--- config.mk ---
export PLATFORM = sky130hd
export DESIGN_NAME = fetch_ctrl_flat
export DESIGN_NICKNAME = d
export VERILOG_FILES = /design/src/rtl/fetch_ctrl_if.sv /design/src/rtl/fetch_ctrl.sv /design/src/flat_wrapper.sv
export SDC_FILE = /design/constraint.sdc
export NUM_CORES = 1
export LEC_CHECK = 0
export CORE_MARGIN = 1.5
export CORE_UTILIZATION = 59
export CTS_BUF_LIST = sky130_fd_sc_hd__clkbuf_8
export CTS_CLUSTER_DIAMETER = 60
export CTS_CLUSTER_SIZE = 16
export DETAILED_ROUTE_END_ITERATION = 8
export PLACE_DENSITY = 0.95
export REMOVE_ABC_BUFFERS = 1
export SLEW_MARGIN = 20
export SYNTH_ARGS = -nofsm -noshare
export SYNTH_HDL_FRONTEND = slang
export SYNTH_SLANG_ARGS = --single-unit
--- constraint.sdc ---
create_clock -name clk -period 10.93 [get_ports clk]
set_input_delay 1.6395 -clock clk [delete_from_list [all_inputs] [get_ports clk]]
set_output_delay 1.6395 -clock clk [all_outputs]
set_load 0.02 [all_outputs]
--- src/rtl/fetch_ctrl_if.sv ---
// Bundles the L1 request/response, ID-stage control and instr_reg feed signals
// of the fetch sequencer; slave is the sequencer's view, master the environment's.
interface fetch_ctrl_if #(
    parameter int n     = 32,
    parameter int CNT_W = 16
);
    logic             L1_busy;
    logic [n-1:0]     L1_rdata;
    logic             L1_read;
    logic [n-1:0]     L1_addr;
    logic             stall_id;
    logic             branch_taken;
    logic [n-1:0]     branch_target;
    logic [n-1:0]     instruction_next;
    logic [n-1:0]     pc_next;
    logic [n-1:0]     pc_plus_four_next;
    logic             ir_write;
    logic             ir_flush;
    logic [CNT_W-1:0] miss_count;

    modport slave (
        input  L1_busy, L1_rdata, stall_id, branch_taken, branch_target,
        output L1_read, L1_addr, instruction_next, pc_next, pc_plus_four_next,
               ir_write, ir_flush, miss_count
    );

    modport master (
        output L1_busy, L1_rdata, stall_id, branch_taken, branch_target,
        input  L1_read, L1_addr, instruction_next, pc_next, pc_plus_four_next,
               ir_write, ir_flush, miss_count
    );
endinterface

--- src/rtl/fetch_ctrl.sv ---
// Instruction-fetch sequencer: owns the PC, drives L1 reads, absorbs miss and
// ID stalls, and handles branch redirects including ones landing mid-miss.
module fetch_ctrl #(
    parameter int         n        = 32,
    parameter logic [n-1:0] RESET_PC = '0,
    parameter int         CNT_W    = 16
) (
    input  logic          clk,
    input  logic          reset,
    fetch_ctrl_if.slave   bus
);

    typedef enum logic [1:0] {
        S_FETCH,
        S_WAIT,
        S_HOLD
    } state_t;

    state_t           state_q, state_d;
    logic [n-1:0]     pc_q, pc_d;
    logic [n-1:0]     missAddr_q, missAddr_d;
    logic [n-1:0]     holdInstr_q, holdInstr_d;
    logic [n-1:0]     holdPc_q, holdPc_d;
    logic             discard_q, discard_d;
    logic [CNT_W-1:0] missCount_q, missCount_d;

    logic             l1Read;
    logic [n-1:0]     l1Addr;
    logic [n-1:0]     instrNext;
    logic [n-1:0]     pcNext;
    logic [n-1:0]     pcPlus4Next;
    logic             irWrite;
    logic             irFlush;
    logic [n-1:0]     branchTarget;

    assign branchTarget = {bus.branch_target[n-1:2], 2'b00};

    always_ff @(posedge clk or posedge reset) begin
        if (reset) begin
            state_q     <= S_FETCH;
            pc_q        <= RESET_PC;
            missAddr_q  <= RESET_PC;
            holdInstr_q <= '0;
            holdPc_q    <= '0;
            discard_q   <= 1'b0;
            missCount_q <= '0;
        end else begin
            state_q     <= state_d;
            pc_q        <= pc_d;
            missAddr_q  <= missAddr_d;
            holdInstr_q <= holdInstr_d;
            holdPc_q    <= holdPc_d;
            discard_q   <= discard_d;
            missCount_q <= missCount_d;
        end
    end

    always_comb begin
        state_d     = state_q;
        pc_d        = pc_q;
        missAddr_d  = missAddr_q;
        holdInstr_d = holdInstr_q;
        holdPc_d    = holdPc_q;
        discard_d   = discard_q;
        missCount_d = missCount_q;
        l1Read      = 1'b0;
        l1Addr      = pc_q;
        instrNext   = '0;
        pcNext      = '0;
        pcPlus4Next = '0;
        irWrite     = 1'b0;
        irFlush     = 1'b0;

        case (state_q)
            S_FETCH: begin
                l1Read      = 1'b1;
                l1Addr      = pc_q;
                instrNext   = bus.L1_rdata;
                pcNext      = pc_q;
                pcPlus4Next = pc_q + n'(4);
                // A redirect still has to ride out a miss in flight, so the
                // returning data is marked for discard rather than counted.
                if (bus.branch_taken) begin
                    irFlush = 1'b1;
                    pc_d    = branchTarget;
                    if (bus.L1_busy) begin
                        state_d    = S_WAIT;
                        discard_d  = 1'b1;
                        missAddr_d = pc_q;
                    end
                end else if (bus.L1_busy) begin
                    state_d    = S_WAIT;
                    missAddr_d = pc_q;
                    if (missCount_q != '1) missCount_d = missCount_q + CNT_W'(1);
                end else if (bus.stall_id) begin
                    state_d     = S_HOLD;
                    holdInstr_d = bus.L1_rdata;
                    holdPc_d    = pc_q;
                end else begin
                    irWrite = 1'b1;
                    pc_d    = pc_q + n'(4);
                end
            end

            S_WAIT: begin
                l1Read      = 1'b1;
                l1Addr      = missAddr_q;
                instrNext   = bus.L1_rdata;
                pcNext      = missAddr_q;
                pcPlus4Next = missAddr_q + n'(4);
                if (bus.branch_taken) begin
                    irFlush   = 1'b1;
                    pc_d      = branchTarget;
                    discard_d = 1'b1;
                end
                if (!bus.L1_busy) begin
                    if (discard_q || bus.branch_taken) begin
                        state_d   = S_FETCH;
                        discard_d = 1'b0;
                    end else if (bus.stall_id) begin
                        state_d     = S_HOLD;
                        holdInstr_d = bus.L1_rdata;
                        holdPc_d    = missAddr_q;
                    end else begin
                        state_d = S_FETCH;
                        irWrite = 1'b1;
                        pc_d    = missAddr_q + n'(4);
                    end
                end
            end

            S_HOLD: begin
                l1Addr      = pc_q;
                instrNext   = holdInstr_q;
                pcNext      = holdPc_q;
                pcPlus4Next = holdPc_q + n'(4);
                if (bus.branch_taken) begin
                    irFlush = 1'b1;
                    pc_d    = branchTarget;
                    state_d = S_FETCH;
                end else if (!bus.stall_id) begin
                    irWrite = 1'b1;
                    pc_d    = holdPc_q + n'(4);
                    state_d = S_FETCH;
                end
            end

            default: state_d = S_FETCH;
        endcase
    end

    // Every output is forced low for as long as reset is held.
    assign bus.L1_read           = l1Read & ~reset;
    assign bus.L1_addr           = reset ? '0 : l1Addr;
    assign bus.instruction_next  = reset ? '0 : instrNext;
    assign bus.pc_next           = reset ? '0 : pcNext;
    assign bus.pc_plus_four_next = reset ? '0 : pcPlus4Next;
    assign bus.ir_write          = irWrite & ~reset;
    assign bus.ir_flush          = irFlush & ~reset;
    assign bus.miss_count        = reset ? '0 : missCount_q;

endmodule

--- src/flat_wrapper.sv ---
// flat-port wrapper written by rule: the top's interface ports become plain ports
module fetch_ctrl_flat 
#(
    parameter int         n        = 32,
    parameter logic [n-1:0] RESET_PC = '0,
    parameter int         CNT_W    = 16
)
  (clk, reset, bus_L1_busy, bus_L1_rdata, bus_stall_id, bus_branch_taken, bus_branch_target, bus_L1_read, bus_L1_addr, bus_instruction_next, bus_pc_next, bus_pc_plus_four_next, bus_ir_write, bus_ir_flush, bus_miss_count);
  fetch_ctrl_if #(.n(n), .CNT_W(CNT_W)) bus_i ();
  input  logic clk;
  input  logic reset;
  input wire logic [$bits(bus_i.L1_busy)-1:0] bus_L1_busy;
  input wire logic [$bits(bus_i.L1_rdata)-1:0] bus_L1_rdata;
  input wire logic [$bits(bus_i.stall_id)-1:0] bus_stall_id;
  input wire logic [$bits(bus_i.branch_taken)-1:0] bus_branch_taken;
  input wire logic [$bits(bus_i.branch_target)-1:0] bus_branch_target;
  output wire logic [$bits(bus_i.L1_read)-1:0] bus_L1_read;
  output wire logic [$bits(bus_i.L1_addr)-1:0] bus_L1_addr;
  output wire logic [$bits(bus_i.instruction_next)-1:0] bus_instruction_next;
  output wire logic [$bits(bus_i.pc_next)-1:0] bus_pc_next;
  output wire logic [$bits(bus_i.pc_plus_four_next)-1:0] bus_pc_plus_four_next;
  output wire logic [$bits(bus_i.ir_write)-1:0] bus_ir_write;
  output wire logic [$bits(bus_i.ir_flush)-1:0] bus_ir_flush;
  output wire logic [$bits(bus_i.miss_count)-1:0] bus_miss_count;
  assign bus_i.L1_busy = bus_L1_busy;
  assign bus_i.L1_rdata = bus_L1_rdata;
  assign bus_i.stall_id = bus_stall_id;
  assign bus_i.branch_taken = bus_branch_taken;
  assign bus_i.branch_target = bus_branch_target;
  assign bus_L1_read = bus_i.L1_read;
  assign bus_L1_addr = bus_i.L1_addr;
  assign bus_instruction_next = bus_i.instruction_next;
  assign bus_pc_next = bus_i.pc_next;
  assign bus_pc_plus_four_next = bus_i.pc_plus_four_next;
  assign bus_ir_write = bus_i.ir_write;
  assign bus_ir_flush = bus_i.ir_flush;
  assign bus_miss_count = bus_i.miss_count;
  fetch_ctrl #(.n(n), .RESET_PC(RESET_PC), .CNT_W(CNT_W)) u_core (.clk(clk), .reset(reset), .bus(bus_i));
endmodule
==> results.json <==
{
  "outcome": "finished, violations left",
  "violations": "DRC",
  "grt_overflow_total": 0,
  "viasPerCell": 7.02,
  "end_kind": "output pin",
  "drtAntennaViolNets": 0,
  "maxCapViolCount": 0,
  "met3_length_um": 5080,
  "layout.nets": 1547,
  "min_path_type": "reg2reg",
  "drt-met1-wl_um": 13600,
  "setup_viol_count_final": 0,
  "drc": 3,
  "dpl.hpwl_um": 24000,
  "vias": 12000,
  "leakagePower_nw": 5.26,
  "start_util_pct": 60.9,
  "std_cell_rows": 49,
  "cts_resized": 0,
  "fin_setup_tns_ns": 0,
  "grt_setup_unrepaired": "false",
  "die_y_um": 140,
  "highest_layer": "met4",
  "dp_cells": 1679,
  "register_area_um2": 3680,
  "r2r-end": "u_core.holdInstr_q[28]$_DFFE_PP0P_",
  "firstDrtPassIters": 9,
  "synthToLayoutAreaGrowth_pct": 21.8,
  "r2r_cells": 7,
  "powerDensity_nw_per_um2": 303,
  "tightest_slew_ns": 1.22,
  "ios": 216,
  "hold_path_end": "u_core.missCount_q[10]$_DFFE_PP0P_",
  "nFillCells": 1252,
  "synthCells": 1359,
  "multiInputGateArea_um2": 6800,
  "placed_area_um2": 13100,
  "final_cells": 1711,
  "ctsHoldBuffers": 0,
  "synthFlopType": "dfrtp_1",
  "min_from": "u_core.missCount_q[10]$_DFFE_PP0P_",
  "yosys_warnings": 0,
  "grt_pass1_wl_um": 59700,
  "r2r_setup_slack_ns": 7.00,
  "synth_area_per_cell_um2": 8.16,
  "finalHoldViolCount": 0,
  "tritoncts": "built",
  "critPathLaunchType": "input port",
  "synth_edf_count": 0,
  "io_buffer_count": 213,
  "wl_met2_um": 16700,
  "synth_cell_types": 69,
  "antennaDiodeCount": 0,
  "synth_seq_cells": 147,
  "grt_max_degree": 100,
  "reg2reg_from": "u_core.state_q[1]$_DFFE_PP0P_",
  "max-slew-margin-rel_pct": 18.6,
  "async_reset_ff_share_pct": 100,
  "detail_route.iter0.violations": 2177,
  "slew_viol_final": 0,
  "grt_pass1_vias": 11500,
  "max_freq_mhz": 178,
  "arrival_ns": 3.99,
  "skew_ns": 0.0121,
  "wl_per_cell_um": 21.9,
  "min_period_over_period_pct": 51.5,
  "period_needed_ns": 5.63,
  "syn_area_um2": 11100,
  "post_cts_buffers": 0,
  "cp_max_fo": 8,
  "worstPathRequired_ns": 9.29,
  "cts_num_sinks": 147,
  "dieArea_um2": 19600,
  "numCtsBuffers": 17,
  "design_area_um2": 13500,
  "antenna_found_initial": 0,
  "die_x_um": 140,
  "yosysSeqAreaShare_pct": 33.2,
  "gp_congestion": 0.952,
  "drt_wl_total_um": 37400,
  "h-tree-depth": 4,
  "core_area_um2": 18200,
  "clk_path_buf_depth": 2,
  "irDropWorstVdd_mv": 0.217,
  "worstSkewPairLatency_ns": 0.48,
  "cts_root_buf": "clkbuf_8",
  "critPathKind": "in2out",
  "whs_path_depth": 1,
  "track_usage_pct": 37.8,
  "drive_above_1_share_pct": 8.91,
  "path_clk_slew_ns": 0.09
}
[cells in the mapped netlist, drive strengths merged, types with 3 or more instances]
master     n  area (µm²)
o221ai     5        43.8
clkbuf    87         327
a21oi     77         385
nor3      20         100
a222oi    36         360
buf       49         238
nor2     179         674
nand2    113         424
a221oi    17         149
and2      12        75.1
a211oi     5        42.5
xnor2     70         621
ha         8         100
mux2      60         676
o31a       3        26.3
mux2i     36         360
a2bb2oi    3        26.3
xor2      19         166
o211ai     3        22.5
nand3     58         295
inv       25        93.8
a31o       3        26.3
o21a       8        60.1
nor2b     19         119
a22oi     48         360
nor4       8         123
and3      15        93.8
a21o       4        30.0
o31ai      3        22.5
dfrtp    147        3680
o22ai     24         150
or4        3        22.5
nand2b    14        87.6
and4       6        52.6
a31oi     10        62.6
a32oi      5        43.8
o21ai     91         455
nand4     40         280
[worst max-delay path, cell delays in order]
cell and delay (ns):
clkdlybuf4s50_1 0.55, nor4_2 0.54, nand2_1 0.34, a21oi_1 0.26, clkdlybuf4s50_1 0.66
[metal layers]
layer | track usage (%) | vias to the layer above
met5 | 0 | -
met4 | 20.3 | 0
met3 | 11.8 | 238
met2 | 58.2 | 987
met1 | 47.7 | 5619
li1 | - | 5168
[where the power goes]
part | switching [mW] | total (mW) | internal, mW
Combinational | 1.42 | 2.47 | 1.05
Sequential | 0.416 | 1.20 | 0.782
Clock | 0.235 | 0.430 | 0.195
Total | 2.07 | 4.10 | 2.03
[worst max path at each step]
stage                                        from                           endpoint  slack, ns  cells past startpoint
floorplan           u_core.state_q[1]$_DFFE_PP0P_  u_core.holdInstr_q[0]$_DFFE_PP0P_       3.97                      7
global placement                            reset          bus_pc_plus_four_next[30]       5.09                      5
detailed placement                          reset          bus_pc_plus_four_next[30]       5.09                      5
CTS                                         reset          bus_pc_plus_four_next[30]       5.08                      5
global route                         bus_stall_id                       bus_ir_write       5.20                      5
finish                               bus_stall_id                       bus_ir_write       5.30                      5
[layout make-up]
cell class / instances / share of cell area, %
clock buffer: 19 / 1.94
clock inverter: 12 / 0.917
inverter: 26 / 0.759
multi-input combinational: 1050 / 50.4
sequential: 147 / 27.2
tap: 229 / 2.12
timing repair buffer: 228 / 16.7
[cell usage in the layout (no fill, tap or decap), drive strengths merged, types with 4 or more instances in the layout]
master	instances
a21oi	77
mux2i	36
xor2	19
and2	12
buf	17
inv	28
o21a	8
ha	8
nor4	8
clkbuf	19
a211oi	5
mux2	60
nand2b	14
nor2b	19
a21o	4
and4	6
a221oi	17
o22ai	24
clkinv	7
and3	15
a222oi	36
xnor2	70
nor2	179
o21ai	91
o221ai	5
nand4	40
a31oi	10
nor3	20
nand3	58
nand2	113
clkdlybuf4s50	211
a22oi	48
dfrtp	147
a32oi	5
[registers in the layout, summed over array words and instances (netlist names)]
signal / flops
u_core.holdInstr_q: 32
u_core.holdPc_q: 32
u_core.missAddr_q: 32
u_core.pc_q: 32
u_core.missCount_q: 16
u_core.state_q: 2
u_core.discard_q: 1
[metrics by stage]
step                worst slack [ns]  total power, mW  utilization (%)  hold WS, ns
floorplan                       3.97             2.65                -        0.452
global placement                5.09             3.48             71.9        0.473
detailed placement              5.09             3.57             71.9        0.489
CTS                             5.08             4.01             74.0        0.502
global route                    5.20             4.30             74.2        0.524
finish                          5.30             4.10             74.2        0.497
[logic make-up (layout without fill, tap and decap cells)]
| logic type | count (synthesis) | after routing | share of synthesized area, % |
|---|---|---|---|
| xor gates and xnor gates | 89 | 89 | 7.09 |
| muxes | 96 | 96 | 9.34 |
| AOI/OAI and AO/OA | 365 | 365 | 22.1 |
| DFF | 147 | 147 | 33.2 |
| adders and majority gates | 8 | 8 | 0.902 |
| and+or+nand+nor | 492 | 492 | 21.5 |
| buffers and inverters | 162 | 285 | 5.97 |
Note: power is estimated with default switching activity, not from simulation.
